### src/rtl/attitude_packet_parser.sv
// -----------------------------------------------------------------------------
// attitude_packet_parser
//
// Extracts 7-byte attitude frames from the UART receive byte stream:
//     SYNC0, SYNC1, pitch_hi, pitch_lo, roll_hi, roll_lo, chk
// where chk is the 8-bit wrapping sum of the four payload bytes. A frame whose
// checksum matches loads the registered signed pitch/roll words and pulses
// o_valid. A bad checksum, or a gap between bytes longer than TIMEOUT_CLKS
// clocks inside a frame, pulses o_err and drops the partial frame.
//
// Ports:
//     i_Clk        system clock (25 MHz)
//     i_Rst        asynchronous active-high reset
//     i_rx_dv      one-clock received-byte strobe from the UART receiver
//     i_rx_byte    received byte, valid while i_rx_dv = 1
//     o_pitch      signed pitch from the last good frame
//     o_roll       signed roll from the last good frame
//     o_valid      one-clock pulse when o_pitch/o_roll update
//     o_err        one-clock pulse on checksum mismatch or inter-byte timeout
//     o_busy       high while a frame is partially received
//     o_err_count  saturating count of o_err pulses
//                  (only when ATTITUDE_PARSER_ERRCNT_EN is defined)
//
// Build option:
//     ATTITUDE_PARSER_ERRCNT_EN  adds the o_err_count port and its counter.
// -----------------------------------------------------------------------------
module attitude_packet_parser #(
    parameter int          TIMEOUT_CLKS = 8680,
    parameter logic [7:0]  SYNC0        = 8'hAA,
    parameter logic [7:0]  SYNC1        = 8'h55
) (
    input  logic        i_Clk,
    input  logic        i_Rst,
    input  logic        i_rx_dv,
    input  logic [7:0]  i_rx_byte,
    output logic [15:0] o_pitch,
    output logic [15:0] o_roll,
    output logic        o_valid,
    output logic        o_err,
    output logic        o_busy
`ifdef ATTITUDE_PARSER_ERRCNT_EN
    ,
    output logic [7:0]  o_err_count
`endif
);

    localparam int                TMO_W    = $clog2(TIMEOUT_CLKS);
    localparam logic [TMO_W-1:0]  TMO_LAST = TMO_W'(TIMEOUT_CLKS - 1);

    typedef enum logic [1:0] {
        IDLE    = 2'd0,
        SYNC    = 2'd1,
        PAYLOAD = 2'd2,
        CHECK   = 2'd3
    } state_t;

    state_t             r_state;
    logic [1:0]         r_idx;
    logic [7:0]         r_sum;
    logic [31:0]        r_payload;
    logic [TMO_W-1:0]   r_tmo;

    state_t             w_state_nxt;
    logic [1:0]         w_idx_nxt;
    logic [7:0]         w_sum_nxt;
    logic [31:0]        w_payload_nxt;
    logic [TMO_W-1:0]   w_tmo_nxt;
    logic [15:0]        w_pitch_nxt;
    logic [15:0]        w_roll_nxt;
    logic               w_valid_nxt;
    logic               w_err_nxt;

    always_ff @(posedge i_Clk or posedge i_Rst) begin
        if (i_Rst) begin
            r_state   <= IDLE;
            r_idx     <= '0;
            r_sum     <= '0;
            r_payload <= '0;
            r_tmo     <= '0;
            o_pitch   <= '0;
            o_roll    <= '0;
            o_valid   <= 1'b0;
            o_err     <= 1'b0;
            o_busy    <= 1'b0;
        end else begin
            r_state   <= w_state_nxt;
            r_idx     <= w_idx_nxt;
            r_sum     <= w_sum_nxt;
            r_payload <= w_payload_nxt;
            r_tmo     <= w_tmo_nxt;
            o_pitch   <= w_pitch_nxt;
            o_roll    <= w_roll_nxt;
            o_valid   <= w_valid_nxt;
            o_err     <= w_err_nxt;
            o_busy    <= (w_state_nxt != IDLE);
        end
    end

    always_comb begin
        w_state_nxt   = r_state;
        w_idx_nxt     = r_idx;
        w_sum_nxt     = r_sum;
        w_payload_nxt = r_payload;
        w_pitch_nxt   = o_pitch;
        w_roll_nxt    = o_roll;
        w_valid_nxt   = 1'b0;
        w_err_nxt     = 1'b0;

        // The inter-byte timer only runs while a frame is in progress.
        if (r_state == IDLE || i_rx_dv) begin
            w_tmo_nxt = '0;
        end else begin
            w_tmo_nxt = r_tmo + 1'b1;
        end

        if (i_rx_dv) begin
            case (r_state)
                IDLE: begin
                    if (i_rx_byte == SYNC0) begin
                        w_state_nxt = SYNC;
                    end
                end
                SYNC: begin
                    // A repeated SYNC0 keeps us aligned on the newest one.
                    if (i_rx_byte == SYNC1) begin
                        w_state_nxt = PAYLOAD;
                        w_idx_nxt   = '0;
                        w_sum_nxt   = '0;
                    end else if (i_rx_byte != SYNC0) begin
                        w_state_nxt = IDLE;
                    end
                end
                PAYLOAD: begin
                    w_payload_nxt = {r_payload[23:0], i_rx_byte};
                    w_sum_nxt     = r_sum + i_rx_byte;
                    w_idx_nxt     = r_idx + 2'd1;
                    if (r_idx == 2'd3) begin
                        w_state_nxt = CHECK;
                    end
                end
                CHECK: begin
                    if (i_rx_byte == r_sum) begin
                        w_pitch_nxt = r_payload[31:16];
                        w_roll_nxt  = r_payload[15:0];
                        w_valid_nxt = 1'b1;
                    end else begin
                        w_err_nxt   = 1'b1;
                    end
                    w_state_nxt = IDLE;
                end
                default: begin
                    w_state_nxt = IDLE;
                end
            endcase
        end else if (r_state != IDLE && r_tmo == TMO_LAST) begin
            // A byte arriving on the terminal count takes the branch above,
            // so the timeout only fires on a silent terminal cycle.
            w_state_nxt = IDLE;
            w_err_nxt   = 1'b1;
        end
    end

`ifdef ATTITUDE_PARSER_ERRCNT_EN
    logic [7:0] r_err_count;

    always_ff @(posedge i_Clk or posedge i_Rst) begin
        if (i_Rst) begin
            r_err_count <= '0;
        end else if (w_err_nxt && r_err_count != 8'hFF) begin
            r_err_count <= r_err_count + 8'd1;
        end
    end

    assign o_err_count = r_err_count;
`endif

endmodule

### config.mk
export PLATFORM = sky130hd
export DESIGN_NAME = attitude_packet_parser
export DESIGN_NICKNAME = d
export VERILOG_FILES = /design/src/rtl/attitude_packet_parser.sv
export SDC_FILE = /design/constraint.sdc
export NUM_CORES = 1
export LEC_CHECK = 0
export BUFFER_PORTS_ARGS = -buffer_cell sky130_fd_sc_hd__buf_2
export CORE_MARGIN = 4
export CORE_UTILIZATION = 55
export CTS_CLUSTER_DIAMETER = 40
export DETAILED_ROUTE_END_ITERATION = 6
export PLACE_DENSITY = 0.72
export RECOVER_POWER = 50
export SYNTH_ARGS = -nofsm -noshare
export SYNTH_HDL_FRONTEND = slang
export SYNTH_SLANG_ARGS = --single-unit
export TNS_END_PERCENT = 20
### constraint.sdc
create_clock -name i_Clk -period 3.31 [get_ports i_Clk]
set_input_delay 0.662 -clock i_Clk [delete_from_list [all_inputs] [get_ports i_Clk]]
set_output_delay 0.662 -clock i_Clk [all_outputs]
set_load 0.01 [all_outputs]
Word level (Yosys, flattened, before mapping)
Cells that the tools add are included.
W data, S select, Z words.
{"block": "totals", "regBits": 93, "inputBits": 11, "output_inout_bits": 35, "word_cells": 51}
{"block": "classes", "n_addsub": 3, "eq_ne": 10, "muxes": 19, "n_reduce_logical": 9}
{"cell": "$pmux W8 S2", "n": 1}
{"cell": "$add A14 B1 Y14 const B", "n": 1}
{"cell": "$eq A14 B14 Y1 const B", "n": 1}
{"cell": "$mux W14", "n": 1}
{"cell": "$mux W2", "n": 7}
{"cell": "$add A8 B8 Y8", "n": 1}
{"cell": "$eq A8 B7 Y1 const B", "n": 1}
{"cell": "$eq A8 B8 Y1", "n": 1}
{"cell": "$eq A8 B8 Y1 const B", "n": 1}
{"cell": "$mux W8", "n": 1}
{"cell": "$ne A8 B8 Y1 const B", "n": 1}
{"cell": "$pmux W2 S4", "n": 1}
{"cell": "$mux W1", "n": 7}
{"cell": "$eq A2 B2 Y1 const B", "n": 3}
{"cell": "$reduce_and A3 Y1", "n": 2}
{"cell": "$reduce_bool A2 Y1", "n": 3}
{"cell": "$pmux W2 S2", "n": 1}
{"cell": "$add A2 B1 Y2 const B", "n": 1}
{"cell": "$eq A2 B1 Y1 const B", "n": 1}
{"cell": "$logic_not A2 Y1", "n": 1}
{"cell": "$ne A2 B2 Y1 const B", "n": 1}
{"cell": "$reduce_and A2 Y1", "n": 1}
{"cell": "$logic_and A1 B1 Y1", "n": 1}
{"cell": "$logic_or A1 B1 Y1", "n": 1}

Longest topological paths before layout
Gate-level depths: netlist (run 1).
{"block": "logic_depth", "word_depth": 6, "mapped_depth": 8, "depth_no_buf": 7}

Least setup slack after synthesis (run 1)
OpenSTA, ideal clock, no wires.
{"block": "synth_path", "kind": "input-to-reg", "from": "in i_rx_byte[5]", "to": "reg o_pitch[0]", "setup_ns": 0.125, "arrival_time_ns": 2.167, "required_time_ns": 3.185, "path_slack_ns": 1.018, "stages": 8, "n_path_buf": 2, "cell_sequence": "ha_1 > nor4_2 > nand2_1 > nor4_2 > nand2b_1 > buf_6 > buf_12 > mux2_4"}
{"block": "synth_via", "elab_chain_len": 2}
{"item": "start, declared", "line_no": "35", "text": "input logic [7:0] i_rx_byte,"}
{"item": "$eq A8 B8 Y1", "line_no": "142", "text": "if (i_rx_byte == r_sum) begin"}
{"item": "$reduce_and A3 Y1 (no line)"}
{"item": "end signal, assigned", "line_no": "91", "text": "o_pitch <= w_pitch_nxt;"}
{"item": "end, declared", "line_no": "36", "text": "output logic [15:0] o_pitch,"}
No other way between the ends.
A chain may end at the register's enable or synchronous reset.

Worst setup path in the final report (run 1)
{"block": "layout_path", "from": "in i_rx_byte[5]", "to": "reg o_pitch[10]"}
The elaborated chain is that of the path after synthesis.

==> impl_metrics.toml, run 1 <==
[global_routing]
grt_use_total_pct = 18.5
overflow = 0
grt_pass1_wl_um = 12700
grt_pass1_vias = 2643
grt_start_max_net_pins = 50
antenna_found_initial = 0

[timing]
rsz0062_at_grt = "no"
hold_viol = 0
worst_slack_ps = 1050
setup_violations = 0
fin_skew_ps = 10.5
fin_tns_setup_ps = 0
finalCritPeriodShare_pct = 68.3
timing.fmax_mhz = 443
worstMarginPinSlew_ps = 1990
relSlewSlack_pct = -33.5
fin_crit_ps = 2260
drv_slew = 45

[route]
viasPerCell = 5.19
routed-via-count = 2710
postRouteAntennaNets = 0
drt-wirelength-per-cell_um = 14.5
drtIter0Drc = 135
routed_wl_um = 7560
drc = 0
first_pass_iters = 4

[clock_network]
cts_buffers = 9
holdBufCountCts = 0
cts_buffer_depth = 2
ctsResizeCount = 0
clkSinkCount = 93
cts_tree = "yes"
clock_latency_ps = 350
cts_root_buf = "clkbuf_8"
post_cts_buffers = 0
clkTransAtPathRegs_ps = 90
h-tree-depth = 3

[power]
p_switching_uw = 479
clock_power_share_pct = 37.2
seq_power_share_pct = 57.3
p_int_uw = 1550
netSwitchingFraction_pct = 23.6
leakagePower_uw = 0.00247
combPwrFrac_pct = 5.5
finalPower_uw = 2030
vdd_drop_max_mv = 0.248
power_density_nw_per_um2 = 439

[worst_setup_path]
required_ps = 3540
cp_max_fo = 33
path_cells = "buf_2 > ha_1 > nor4_2 > nand2_1 > nor4_2 > nand2b_2 > buf_4 > mux2_4"
cp_top_family = "simple AND/OR/NAND/NOR gates"
slowest_stage = "mux2_4"
critPathKind = "input port to flop"
critPathArrivalTime_ps = 2490
critPathBufInv = 2
max_stage_delay_ps = 360
endpoint_kind = "flop"
start_kind = "input port"
crit_path_frequent_cell = "nor4_2"

[placed_design]
dp_hpwl_um = 5150
pre_cts_slack_ps = 671
portBuffers = 45
gp_congestion = 0.838

[final_layout]
seq_area_um2 = 2330
synthToLayoutAreaGrowth_pct = 11.1
fin_nets = 439
multi_input_area_um2 = 1690
antenna_cells = 0
drive_above_1_share_pct = 20.1
fin_util_pct = 63.3
fillers = 627

[floorplan]
fp.dieW_um = 94.9
die-area_um2 = 9010
io_pins = 46
die_h_um = 94.9
initial_core_util_pct = 57.0
coreArea_um2 = 7290
num_rows = 31

[logic_synthesis]
syn_area_per_cell_um2 = 11.2
synth_seq_cells = 93
ys_seq_area_share_pct = 56.0
synth_cell_type_count = 41
syn-num-nets = 393
synth_area_um2 = 4160
yosysWarnings = 0
synth_cells = 372

[job]
maxCapViolCount = 1

[run_status]
outcome = "finished with violations"
failed_checks = "capacitance limit, slew limit"

[hold_path]
hp-class = "flop to flop"
-- kinds of logic after synthesis --
family                     share of synthesized area, %
DFF                                                56.0
and+or+nand+nor                                    17.7
adders and majority gates                          3.19
AOI/OAI and AO/OA                                  5.27
xor gates and xnor gates                           3.16
buffers and inverters                              3.43
muxes                                              11.3
-- worst reg2reg max path, delay by kind of cell, from the launching register on --
kind	cells	cell delay, ps
adder cells (fa/ha/maj)	1	340
buffers and inverters	1	310
flip-flops	1	400
multiplexers	1	380
AND/OR/NAND/NOR	4	670
-- cell usage in the layout (no fill, tap or decap), types with 4 or more instances in the layout --
master	netlist	final
buf_2	3	28
inv_1	7	6
xnor2_1	7	7
clkbuf_1	8	18
nand3_1	10	10
mux2_4	29	29
o21ai_0	14	14
ha_1	9	9
nor2_1	15	15
a21oi_1	9	9
dfrtp_1	93	93
buf_4	0	4
nand2_1	111	111
nor2b_1	4	4
clkbuf_8	0	9
xor2_1	8	8
-- worst paths after layout --
| check | slack (ps) | cells past startpoint | startpoint | end |
|---|---|---|---|---|
| setup / recovery | 1050 | 8 | i_rx_byte[5] | o_pitch[10]$_DFFE_PP0P_ |
| hold / removal | 470 | 1 | r_tmo[0]$_DFF_PP0_ | r_tmo[0]$_DFF_PP0_ |
| setup reg to reg | 1100 | 7 | r_sum[5]$_DFFE_PP0P_ | o_pitch[10]$_DFFE_PP0P_ |
| hold reg to reg | 470 | 1 | r_tmo[0]$_DFF_PP0_ | r_tmo[0]$_DFF_PP0_ |
| max in group asynchronous | 1540 | 3 | i_Rst | o_roll[15]$_DFFE_PP0P_ |
| min in group asynchronous | 820 | 2 | i_Rst | r_payload[31]$_DFFE_PP0P_ |
-- registers in the layout, summed over array words and instances, names as in the netlist --
signal / cells
o_busy: 1
o_roll: 16
r_state: 2
r_sum: 8
o_valid: 1
r_idx: 2
r_payload: 32
o_err: 1
r_tmo: 14
o_pitch: 16
-- synth_stat cells --
master,n,share of area [%]
nor4bb_1,3,0.72
a22o_1,3,0.63
nor4_2,2,0.60
o22ai_1,1,0.15
a21oi_1,9,1.1
buf_6,1,0.27
nand2b_1,3,0.45
nor4b_1,1,0.21
a211oi_1,2,0.36
buf_12,3,1.4
or3_1,3,0.45
a22oi_1,1,0.18
nor2_1,15,1.4
clkbuf_1,8,0.72
and2_1,2,0.30
mux2_2,3,0.81
nor3b_1,1,0.18
dfrtp_1,93,56
o41a_1,1,0.27
and3b_1,1,0.21
buf_2,3,0.36
xor2_1,8,1.7
nor2b_1,4,0.60
inv_1,7,0.63
ha_1,9,2.7
nand3_1,10,1.2
o21ai_0,14,1.7
xnor2_1,7,1.5
and4b_1,1,0.24
nand2_1,111,10
and3_1,2,0.30
mux2_4,29,10
nor3_1,2,0.24
a21o_1,1,0.18
o21bai_1,2,0.36
a31oi_1,1,0.15
fa_1,1,0.48
o311ai_1,1,0.21
and2b_1,1,0.18
nand4_1,1,0.15
or4b_2,1,0.24
-- layer usage --
layer  global-route usage, %  vias to the layer above  wire [um]
met5                       0                        -          0
met4                    8.17                        0        114
met3                    3.27                       10        294
met2                    29.3                       54       3610
met1                    24.9                     1316       3540
li1                        -                     1330          -
-- power by group through the flow --
stage	Clock [uW]	Combinational, uW	Sequential, uW
5_1_grt	827	129	1170
2_1_floorplan	0	79.5	1180
3_3_place_gp	0	110	1180
3_5_place_dp	0	113	1180
6_report	754	112	1160
4_1_cts	780	114	1160
-- stage by stage --
step	hold WS, ps	std cells	cell area (um2)
2_1_floorplan	433	372	4160
3_3_place_gp	444	506	4440
3_5_place_dp	457	506	4440
4_1_cts	445	522	4640
5_1_grt	499	522	4620
6_report	467	522	4620
-- layout make-up --
type / instances / area share, %
Clock buffer: 10 / 2.76
Clock inverter: 6 / 1.52
Inverter: 7 / 0.596
Multi-Input combinational cell: 257 / 36.6
Sequential cell: 93 / 50.4
Tap cell: 99 / 2.68
Timing Repair Buffer: 50 / 5.50
Power figures use the tool's default switching activity.
==> run 2: changes to the inputs <==
Settings changed: CORE_UTILIZATION 55 to 52, PLACE_DENSITY 0.72 to 0.71.
Clock period 3.31 ns to 2 ns, I/O delays scaled along.
==> run 2 against run 1 <==
The flow now finishes without violations. Cell area is 5.2% higher. Core utilization decreased by 0.78 points. Die area increased by 5.3%. Power is 66% higher. Sequential cell count stayed put. Highest routed layer unchanged.
==> impl_metrics.toml, run 2 (synthesis results as in run 1) <==
[clock_network]
post_cts_buffers = 0
holdBufCountCts = 0
clkTransAtPathRegs_ps = 100
clock_latency_ps = 360
cts_buffers = 9
clkSinkCount = 93
cts_buffer_depth = 2
cts_root_buf = "clkbuf_8"
cts_tree = "yes"
h-tree-depth = 3

[timing]
relSlewSlack_pct = 34.3
finalCritPeriodShare_pct = 97.4
setup_violations = 0
fin_tns_setup_ps = 0
timing.fmax_mhz = 513
fin_crit_ps = 1950
worst_slack_ps = 51.1
rsz0062_at_grt = "yes"
drv_slew = 0
worstMarginPinSlew_ps = 985
fin_skew_ps = 10.5
hold_viol = 0

[final_layout]
fillers = 661
antenna_cells = 0
multi_input_area_um2 = 1760
fin_nets = 459
regMostFlops = "r_payload"
synthToLayoutAreaGrowth_pct = 16.9
drive_above_1_share_pct = 29.1
seq_area_um2 = 2330
largest_reg_flops = 32
largestRegisters = "r_payload: 32 flops, o_pitch: 16 flops, o_roll: 16 flops"
mostFrequentLayoutCell = "nand2_1"
fin_cells = 545
final_cell_mix = "111 x nand2_1, 93 x dfrtp_1, 45 x buf_2"

[worst_setup_path]
critPathBufInv = 1
required_ps = 2240
max_stage_delay_ps = 420
start_kind = "flop"
path_cells = "ha_4 > nor4_2 > nand2_1 > nor4_4 > nand2b_2 > buf_12 > mux2_4"
critPathArrivalTime_ps = 2190
critPathKind = "flop to flop"
cp_top_family = "simple AND/OR/NAND/NOR gates"
endpoint_kind = "flop"
cp_max_fo = 33
slowest_stage = "dfrtp_1"

[global_routing]
antenna_found_initial = 0
grt_start_max_net_pins = 34
grt_pass1_vias = 2791
overflow = 0
grt_pass1_wl_um = 13300
grt_use_total_pct = 17.5

[route]
drt-wirelength-per-cell_um = 14.7
drtIter0Drc = 135
drc = 0
routed_wl_um = 7990
postRouteAntennaNets = 0
routed-via-count = 2824
first_pass_iters = 4
viasPerCell = 5.18

[floorplan]
fp.dieW_um = 97.4
die-area_um2 = 9490
io_pins = 46
coreArea_um2 = 7770
initial_core_util_pct = 53.5
num_rows = 32
die_h_um = 97.4

[power]
leakagePower_uw = 0.00263
vdd_drop_max_mv = 0.348
finalPower_uw = 3370
power_density_nw_per_um2 = 694

[run_status]
outcome = "finished, final reports clean"

[placed_design]
dp.cells = 529
dp_hpwl_um = 5620
portBuffers = 45
gp_congestion = 0.839
pre_cts_slack_ps = -188

[job]
maxCapViolCount = 0

[hold_path]
hp-class = "input port to async pin"
-- run 2: changes by cell type in the layout (fill, tap and decap cells not counted), moves of 3 or more --
| cell | previous run | this run |
|---|---|---|
| buf_2 | 28 | 45 |
| buf_4 | 4 | 19 |
| clkbuf_1 | 18 | 2 |
| a21oi_2 | 0 | 3 |
| ha_1 | 9 | 6 |
| ha_4 | 0 | 3 |
| a21oi_1 | 9 | 6 |
-- run 2: final timing paths --
check / start / to / slack, ps / cells after the start
max in group asynchronous: i_Rst / o_pitch[7]$_DFFE_PP0P_ / 510 / 3
setup reg to reg: r_sum[5]$_DFFE_PP0P_ / o_pitch[11]$_DFFE_PP0P_ / 50 / 7
min in group i_Clk: i_rx_byte[7] / r_payload[7]$_DFFE_PP0P_ / 310 / 3
hold reg to reg: r_tmo[0]$_DFF_PP0_ / r_tmo[0]$_DFF_PP0_ / 470 / 1
setup / recovery: r_sum[5]$_DFFE_PP0P_ / o_pitch[11]$_DFFE_PP0P_ / 50 / 7
hold / removal: i_Rst / o_roll[2]$_DFFE_PP0P_ / 160 / 2
-- run 2: worst reg2reg max path: cells and delay by family, from the launching register on --
family	cells	cell delay [ps]
muxes	1	330
buffers and inverters	1	200
DFF	1	420
and+or+nand+nor	4	660
adders and majority gates	1	230
-- run 2: area by class of cell --
type	count	share of cell area [%]
Tap cell	102	2.63
Sequential cell	93	47.9
Multi-Input combinational cell	257	36.2
Clock inverter	6	1.13
Timing Repair Buffer	70	8.75
Clock buffer	10	2.83
Inverter	7	0.566
-- run 2: repair_timing --
item / CTS / global route
resized for setup: 2 / 8
pin swaps: 0 / 2
setup endpoints to repair: 32 / 34
-- run 2: per-stage QoR --
stage | util, % | hold WS, ps | instance area [um2]
detailed placement | 59.7 | 452 | 4640
finish | 62.6 | 155 | 4860
global route | 62.6 | 197 | 4860
floorplan | - | 433 | 4160
global placement | 59.7 | 447 | 4640
CTS | 62.5 | 53.7 | 4850
-- run 2: metal layers --
| metal | global-route usage, % | up-vias | part of all wire, % |
|---|---|---|---|
| met3 | 5.38 | 7 | 4.8 |
| met1 | 24.1 | 1396 | 46 |
| li1 | - | 1371 | - |
| met4 | 4.79 | 0 | 1.2 |
| met2 | 27.2 | 50 | 48 |
| met5 | 0 | - | 0 |
-- run 2: power by group --
group	leakage, uW	internal [uW]	switching [uW]	total [uW]
sequential	0.00129	1900	22.2	1930
combinational	0.00125	99.0	135	234
clock	0.0000929	510	704	1210
==> run 3: changes to the inputs <==
Settings changed: CELL_PAD_IN_SITES_DETAIL_PLACEMENT set to 1, CELL_PAD_IN_SITES_GLOBAL_PLACEMENT set to 1, CORE_UTILIZATION 52 to 42, PLACE_DENSITY 0.71 to 0.72, SKIP_LAST_GASP set to 1.
==> run 3 against run 2 <==
The run now ends with setup timing left. Non-clock buffer count rose by 2. Register-to-register slack got worse by 110 ps. Highest routed layer unchanged. Combinational power about the same. Clock-buffer cell count down 1. Clock skew increased by 1.5 ps. Via count rose by 2.0%. Cell area rose by 2.1%. Maximum frequency shrank 5.2%. Die area grew 22%. Sequential power barely moved. Power is 0.65% higher.
==> impl_metrics.toml, run 3 (synthesis results as in run 1) <==
[global_routing]
overflow = 0
grt_pass1_vias = 3091
grt_start_max_net_pins = 48
grt_use_total_pct = 16.9
antenna_found_initial = 0
grt_pass1_wl_um = 15400

[worst_setup_path]
critPathKind = "flop to flop"
start_kind = "flop"
cp_max_fo = 16
r2r_cells = 7
slowest_stage = "dfrtp_1"
reg2reg_from = "r_sum[5]$_DFFE_PP0P_"
r2r_end = "o_roll[1]$_DFFE_PP0P_"
critPathArrivalTime_ps = 2310
required_ps = 2260
max_stage_delay_ps = 430
path_cells = "ha_4 > nor4_2 > nand2_1 > nor4_4 > nand2b_4 > clkbuf_16 > mux2_4"
endpoint_kind = "flop"
regToRegSetupSlack_ps = -60

[timing]
hold_viol = 0
worstMarginPinSlew_ps = 904
worst_slack_ps = -55.5
rsz0062_at_grt = "yes"
fin_skew_ps = 11.9
finalCritPeriodShare_pct = 103
setup_violations = 23
relSlewSlack_pct = 39.4
timing.fmax_mhz = 486
drv_slew = 0
timing.hold.ws_ps = 160
fin_crit_ps = 2060

[final_layout]
fin_util_pct = 51.2
mostFrequentLayoutCell = "nand2_1"
regMostFlops = "r_payload"
synthToLayoutAreaGrowth_pct = 19.4
largest_reg_flops = 32
fillers = 1080
fin_nets = 461
final_cell_mix = "111 x nand2_1, 93 x dfrtp_1, 45 x buf_2"
fin_cells = 578
seq_area_um2 = 2330
largestRegisters = "r_payload: 32 flops, o_pitch: 16 flops, o_roll: 16 flops"
multi_input_area_um2 = 1760
drive_above_1_share_pct = 29.4
antenna_cells = 0

[power]
finalPower_uw = 3400
combPwrFrac_pct = 7.0
clock_power_share_pct = 36.3
vdd_drop_max_mv = 0.291
netSwitchingFraction_pct = 26.7
seq_power_share_pct = 56.7
leakagePower_uw = 0.00267
power_density_nw_per_um2 = 684
p_switching_uw = 908
p_int_uw = 2490

[floorplan]
initial_core_util_pct = 42.9
fp.dieW_um = 107
die-area_um2 = 11600
num_rows = 36
die_h_um = 107
io_pins = 46
coreArea_um2 = 9680

[clock_network]
clkSinkCount = 93
cts_tree = "yes"
cts_buffers = 9
holdBufCountCts = 0
clock_latency_ps = 370
clkTransAtPathRegs_ps = 100
cts_root_buf = "clkbuf_8"
cts_buffer_depth = 2
h-tree-depth = 3

[placed_design]
dp_hpwl_um = 6340
dp.cells = 559
portBuffers = 45
gp_congestion = 0.773

[route]
drt-wirelength-per-cell_um = 15.9
postRouteAntennaNets = 0
viasPerCell = 4.98
drc = 0
routed-via-count = 2881
drtIter0Drc = 38
routed_wl_um = 9170
first_pass_iters = 4

[hold_path]
hp-class = "input port to async pin"

[run_status]
failed_checks = "setup timing"
outcome = "finished with violations"

[job]
maxCapViolCount = 0
-- run 3: power groups by stage --
stage,sequential [uW],clock (uW),combinational (uW)
global placement,1960,0,217
CTS,1930,1260,233
global route,1930,1340,271
detailed placement,1960,0,228
floorplan,1960,0,132
finish,1930,1230,237
-- run 3: worst max path at each step --
stage                               from                     end  slack, ps  cells after the start
global route        r_sum[5]$_DFFE_PP0P_   o_roll[1]$_DFFE_PP0P_       -140                      7
floorplan                   i_rx_byte[5]  o_pitch[0]$_DFFE_PP0P_        -30                      8
finish              r_sum[5]$_DFFE_PP0P_   o_roll[1]$_DFFE_PP0P_        -60                      7
detailed placement          i_rx_byte[5]   o_roll[2]$_DFFE_PP0P_       -230                      8
CTS                 r_sum[5]$_DFFE_PP0P_   o_roll[2]$_DFFE_PP0P_        -60                      7
global placement            i_rx_byte[5]  o_pitch[5]$_DFFE_PP0P_       -180                      8
-- run 3: through the flow --
| step | setup TNS, ps | setup slack, ps | cell area, um2 |
|---|---|---|---|
| after floorplan | -855 | -30.1 | 4160 |
| after global placement | -5660 | -177 | 4670 |
| after detailed placement | -7200 | -227 | 4670 |
| after CTS | -1730 | -64.2 | 4870 |
| after global routing | -3390 | -138 | 4960 |
| final | -785 | -55.5 | 4960 |
-- run 3: layout make-up --
class / count / share of cell area, %
Inverter: 7 / 0.555
Tap cell: 133 / 3.35
Clock buffer: 9 / 2.50
Timing Repair Buffer: 72 / 9.93
Multi-Input combinational cell: 257 / 35.5
Clock inverter: 7 / 1.31
Sequential cell: 93 / 46.9
-- run 3: layer usage --
layer / vias up / wire length [um] / part of all wire [%] / global-route usage [%]
met1: 1449 / 4140 / 45 / 22.2
met2: 47 / 4620 / 50 / 27.8
met5: - / 0 / 0 / 0
met4: 0 / 106 / 1.2 / 6.58
met3: 8 / 306 / 3.3 / 2.94
li1: 1377 / - / - / -
-- run 3: worst max-delay path: cells and delay by family, from the launching register on --
kind / cells / cell delay, ps
simple gates: 4 / 770
flops: 1 / 430
mux: 1 / 300
fa+ha+maj: 1 / 230
buf+inv: 1 / 220
-- run 3: repair_timing --
| item | CTS | global route |
|---|---|---|
| buffers inserted | 0 | 1 |
| endpoints found under the setup margin | 34 | 35 |
| pin swaps | 0 | 1 |
| gates resized for setup | 1 | 10 |
| cloned | 0 | 2 |
